$ cat src/rtl/alu_share_arbiter_pkg.sv
// Shared definitions for the ALU sharing arbiter:
// ALU opcodes and the request/response FSM states.
package alu_share_arbiter_pkg;

   localparam logic [3:0] OP_AND = 4'b0000;
   localparam logic [3:0] OP_OR  = 4'b0001;
   localparam logic [3:0] OP_NOR = 4'b0010;
   localparam logic [3:0] OP_ADD = 4'b0011;
   localparam logic [3:0] OP_SUB = 4'b0100;
   localparam logic [3:0] OP_LUI = 4'b0101;
   localparam logic [3:0] OP_SRL = 4'b1110;
   localparam logic [3:0] OP_SLL = 4'b1111;

   typedef enum logic [1:0] {
      IDLE = 2'd0,
      EXEC = 2'd1,
      RESP = 2'd2
   } state_t;

endpackage

$ cat src/rtl/rr_arbiter.sv
// Combinational round-robin picker: first valid request
// at or after rr_ptr, wrapping NUM_REQ-1 -> 0.
module rr_arbiter #(
   parameter int NUM_REQ = 4,
   parameter int IDX_W   = 2
) (
   input  logic [NUM_REQ-1:0] req_valid,
   input  logic [IDX_W-1:0]   rr_ptr,
   output logic [NUM_REQ-1:0] grant,
   output logic [IDX_W-1:0]   grant_idx,
   output logic               grant_any
);

   logic [IDX_W:0]   sum;
   logic [IDX_W-1:0] idx;

   always_comb begin
      grant     = '0;
      grant_idx = '0;
      grant_any = 1'b0;
      sum       = '0;
      idx       = '0;
      for (int k = 0; k < NUM_REQ; k++) begin
         sum = {1'b0, rr_ptr} + (IDX_W+1)'(k);
         if (sum >= (IDX_W+1)'(NUM_REQ))
            sum = sum - (IDX_W+1)'(NUM_REQ);
         idx = sum[IDX_W-1:0];
         if (!grant_any && req_valid[idx]) begin
            grant_any  = 1'b1;
            grant[idx] = 1'b1;
            grant_idx  = idx;
         end
      end
   end

endmodule

$ cat src/rtl/alu_share_arbiter.sv
// Shares one 32-bit ALU among NUM_REQ requesters with a
// round-robin grant; one operation in flight at a time.
module alu_share_arbiter
   import alu_share_arbiter_pkg::*;
#(
   parameter int NUM_REQ = 4,
   parameter int IDX_W   = 2
) (
   input  logic                  clk,
   input  logic                  reset,
   input  logic [NUM_REQ-1:0]    req_valid,
   output logic [NUM_REQ-1:0]    req_ready,
   input  logic [4*NUM_REQ-1:0]  req_op,
   input  logic [32*NUM_REQ-1:0] req_a,
   input  logic [32*NUM_REQ-1:0] req_b,
   input  logic [5*NUM_REQ-1:0]  req_shamt,
   output logic [NUM_REQ-1:0]    rsp_valid,
   input  logic [NUM_REQ-1:0]    rsp_ready,
   output logic [31:0]           rsp_result,
   output logic                  rsp_zero,
   output logic [IDX_W-1:0]      rsp_id,
   output logic [3:0]            alu_operation,
   output logic [31:0]           alu_a,
   output logic [31:0]           alu_b,
   output logic [4:0]            alu_shamt,
   input  logic [31:0]           alu_result,
   input  logic                  alu_zero
);

   state_t             state_q, state_d;
   logic [IDX_W-1:0]   rr_ptr_q;
   logic [NUM_REQ-1:0] gnt;
   logic [IDX_W-1:0]   gnt_idx;
   logic               gnt_any;
   logic               accept;
   logic [3:0]         sel_op;
   logic [31:0]        sel_a;
   logic [31:0]        sel_b;
   logic [4:0]         sel_shamt;

   rr_arbiter #(
      .NUM_REQ (NUM_REQ),
      .IDX_W   (IDX_W)
   ) u_arb (
      .req_valid (req_valid),
      .rr_ptr    (rr_ptr_q),
      .grant     (gnt),
      .grant_idx (gnt_idx),
      .grant_any (gnt_any)
   );

   assign accept = (state_q == IDLE) && gnt_any;

   always_comb begin
      req_ready = '0;
      if (state_q == IDLE)
         req_ready = gnt;
   end

   // Operand mux steered by the one-hot grant
   always_comb begin
      sel_op    = '0;
      sel_a     = '0;
      sel_b     = '0;
      sel_shamt = '0;
      for (int i = 0; i < NUM_REQ; i++) begin
         if (gnt[i]) begin
            sel_op    = req_op[4*i +: 4];
            sel_a     = req_a[32*i +: 32];
            sel_b     = req_b[32*i +: 32];
            sel_shamt = req_shamt[5*i +: 5];
         end
      end
   end

   always_comb begin
      state_d = state_q;
      unique case (state_q)
         IDLE: if (accept) state_d = EXEC;
         EXEC: state_d = RESP;
         RESP: if (rsp_ready[rsp_id]) state_d = IDLE;
         default: state_d = IDLE;
      endcase
   end

   always_ff @(posedge clk or posedge reset) begin
      if (reset) begin
         state_q       <= IDLE;
         rr_ptr_q      <= '0;
         alu_operation <= OP_AND;
         alu_a         <= '0;
         alu_b         <= '0;
         alu_shamt     <= '0;
         rsp_id        <= '0;
         rsp_valid     <= '0;
         rsp_result    <= '0;
         rsp_zero      <= 1'b0;
      end else begin
         state_q <= state_d;
         if (accept) begin
            alu_operation <= sel_op;
            alu_a         <= sel_a;
            alu_b         <= sel_b;
            alu_shamt     <= sel_shamt;
            rsp_id        <= gnt_idx;
            rr_ptr_q      <= (gnt_idx == IDX_W'(NUM_REQ-1))
                             ? '0 : gnt_idx + 1'b1;
         end
         if (state_q == EXEC) begin
            rsp_result <= alu_result;
            rsp_zero   <= alu_zero;
            rsp_valid  <= NUM_REQ'(1) << rsp_id;
         end else if (state_q == RESP && rsp_ready[rsp_id]) begin
            rsp_valid  <= '0;
         end
      end
   end

endmodule

$ cat config.mk
export PLATFORM = sky130hd
export DESIGN_NAME = alu_share_arbiter
export DESIGN_NICKNAME = d
export VERILOG_FILES = /design/src/rtl/alu_share_arbiter_pkg.sv /design/src/rtl/rr_arbiter.sv /design/src/rtl/alu_share_arbiter.sv
export SDC_FILE = /design/constraint.sdc
export NUM_CORES = 1
export LEC_CHECK = 0
export ABC_AREA = 0
export CAP_MARGIN = 20
export CORE_AREA = 2 2 173 175
export CTS_CLUSTER_DIAMETER = 80
export DETAILED_ROUTE_END_ITERATION = 8
export DIE_AREA = 0 0 175 177
export PLACE_DENSITY = 0.56
export SLEW_MARGIN = 20
export SYNTH_ARGS = -nofsm -noshare
export SYNTH_HDL_FRONTEND = slang
export SYNTH_SLANG_ARGS = --single-unit
export TNS_END_PERCENT = 1
$ cat constraint.sdc
create_clock -name clk -period 6.1 [get_ports clk]
set_input_delay 1.83 -clock clk [delete_from_list [all_inputs] [get_ports clk]]
set_output_delay 1.83 -clock clk [all_outputs]
set_load 0.1 [all_outputs]
==> impl_results.md <==
- R2r endpoint: alu_a[16]
- Warning count from the yosys run: 0
- Chip height: about 180 microns
- Critical Path Start Type: primary input
- Dpl ws: 0.233 ns
- First DRT Iteration DRCs: slightly below 700
- Commonest cells after routing, fill and taps aside: clkdlybuf4s50_1 (446), dfrtp_1 (116), nand2_1 (112)
- Worst-case reg-to-reg path depth: 10
- Post-synthesis simple-gate area fraction: 0.0870
- Worst relative slew slack: 0.228
- Multiplexer share of the synthesized area: 0.0157
- Final wirelength: 41.4 mm
- Initial antenna violation count: 5
- First-pass GRT wire length: between 50 and 60 mm
- TritonCTS Buffers: 17
- Fin cells: 1,672
- Clock transition at path regs: 0.06 ns
- Ports: 451
- Adder-cell share of the synthesized area: 0.0111
- CTS max path bufs: 2
- Largest net degree at the start of global routing: 91
- IO Port Bufs: between 400 and 500
- Final setup margin: 0.216 ns
- Post-synthesis register bit count: 116
- Remaining DRCs: 0
- Worst-path fanout max: 12
- Final setup skew: approximately 0.013 ns
- Core box area: 0.0292 sq mm
- RSZ-0062 raised after global routing: no
- WHS Path Cells: 2
- Cell count after synthesis: roughly 900
- Vias in the first global route: approximately 9k
- Initial DRT Pass Iterations: 5
- # Max-Cap Violations: 0
- Initial Util: 0.270
- Total number of vias: 9,380
- Outcome: finished clean
- Tmin final: between 5 and 6 ns
- Die width: ~180 microns
- Final Setup Violations: 0
- Syn Nets: about 1.2k
- Cell variety after synth: 48
- Inst Count DP: between 1.5k and 2k
- Synthesized cell area: 0.00790 sq mm
- Layout cells sized above 1: 0.0735
- Launch point of the worst hold path: rsp_result[26]
- Hold Path End: rsp_result[26]
- # Post-CTS Setup Buffers: 0
- Skew-Pair Late Insertion Delay: 0.42 ns
- Antenna viol nets, final: 0
- Worst slew pin tran: about 1.2 ns
- Site Rows: between 60 and 70
- Die ar.: 0.0310 sq mm
- Post-synthesis xor/xnor area fraction: 0
- Crit path kind: in2out
- Most common cell after layout, fill and taps aside: clkdlybuf4s50_1
- Synth Area in Compound Gates: 0.437
- Routability cong.: 0.827
- Crit end category: output port
- Tcrit/Tclk final: 0.965
- CTS tree: yes
- GRT Util Overall: 0.256
- Area leader, netlist: dfrtp_1
- HPWL Detailed: approximately 28 mm
- Synth-to-Final Area Change: 68.0%
- WP data required: 4.27 ns
- Clk root buf: clkbuf_16
- Fin nets: approximately 1.6k
- Top-area cell type share of the netlist area: 0.368
- Fin util: 0.453
- Worst R2R Setup Slack: 1.69 ns
- Crit Reg-Reg Startpoint: rr_ptr_q[1]
- Hold Vio Cnt, Final: 0
- Wire per inst: roughly 25 microns
- Top cells by area, synth: dfrtp_1 (37%), a311oi_1 (8.1%), o2111ai_1 (8.1%), o22a_1 (8.1%), a21o_1 (7.2%)
- Post-CTS sizing: 0
- CP Data Arrival Time: 4.05 ns
- Hold slack: between 0.4 and 0.5 ns
- Min-Delay Path Class: reg2reg
- Htree depth: 4
- GRT Residual Overflow: 0
- Slew Viols, Final: 0
- Largest family of logic cells by synthesized area: compound AO/OA/AOI/OAI gates
- Drt via density: approximately 5.6
- Clock sinks: 116
- Max Clock Freq: 170 MHz
- Hold-fix buffers, CTS: 0
- Post-synthesis sequential area ratio: 0.368
- Syn Area/Cell: slightly below 9 sq um
==> per-stage QoR <==
stage | instance area, sq um | setup TNS (ns)
finish | 13300 | 0
CTS | 13300 | 0
global placement | 12600 | 0
detailed placement | 12600 | 0
floorplan | 7900 | -0.604
global route | 13300 | 0
==> cell type report <==
class | instances | area (sq um)
Antenna cell | 3 | 7.51
Clock buffer | 18 | 439
Clock inverter | 14 | 165
Fill cell | 2846 | 16000
Inverter | 8 | 36.3
Multi-Input combinational cell | 644 | 4440
Sequential cell | 116 | 2900
Tap cell | 390 | 488
Timing Repair Buffer | 479 | 4790
==> synth_stat cells (all sizes together) <==
cell,number
a21o,76
a21oi,77
a221o,1
a221oi,1
a311oi,73
a31oi,2
a32o,1
and2,3
and3b,1
and4,1
buf,56
clkbuf,65
dfrtp,116
ha,7
inv,8
mux2,3
mux4,4
nand2,112
nand2b,3
nand3,1
nand3b,1
nand4,1
nor2,15
nor2b,6
nor3,2
nor3b,4
nor4,1
o2111ai,73
o211ai,1
o21a,3
o21ai,86
o22a,73
o22ai,1
o31a,2
o31ai,4
o32ai,1
or2,2
or3b,1
or4,1
==> worst max-delay path by stage <==
stage / slack [ns] / depth (start not counted) / from / to
after global routing: 0.11 / 8 / req_valid[2] / req_ready[0]
after CTS: 0.22 / 7 / req_valid[2] / req_ready[3]
final: 0.22 / 8 / req_valid[2] / req_ready[0]
after floorplan: -0.30 / 8 / req_valid[2] / req_ready[0]
after global placement: 0.25 / 7 / req_valid[2] / req_ready[3]
after detailed placement: 0.23 / 7 / req_valid[2] / req_ready[3]
==> routing by layer <==
metal	vias to the layer above	part of all wire	GRT usage
met4	4	0.024	0.0813
met1	4574	0.40	0.316
li1	4231	-	-
met3	54	0.088	0.0732
met2	517	0.49	0.430
met5	-	0.00065	0
==> kinds of logic (layout without fill, tap and decap cells) <==
| group | count (synthesis) | count (layout) |
|---|---|---|
| AO/OA/AOI/OAI | 475 | 475 |
| AND/OR/NAND/NOR | 155 | 155 |
| buffers and inverters | 129 | 519 |
| flip-flops | 116 | 116 |
| adder cells (fa/ha/maj) | 7 | 7 |
| multiplexers | 7 | 7 |
| other | 0 | 3 |
==> registers in the layout, indices dropped and copies added (netlist names), named ones only <==
signal and flops:
alu_a 32, alu_b 32, alu_operation 4, alu_shamt 5
rr_ptr_q 1, rsp_id 2, rsp_result 32, rsp_valid 4
rsp_zero 1, state_q 2
==> worst max-delay path, stage by stage <==
cell,delay [ns]
clkdlybuf4s50_1,0.60
mux4_2,0.55
buf_4,0.18
a221oi_1,0.39
o31ai_4,0.09
nor2_1,0.13
nor2_1,0.09
buf_12,0.18
Power is not shown: default switching activity piles up to over one toggle a cycle in this logic, so the estimate is an artifact.
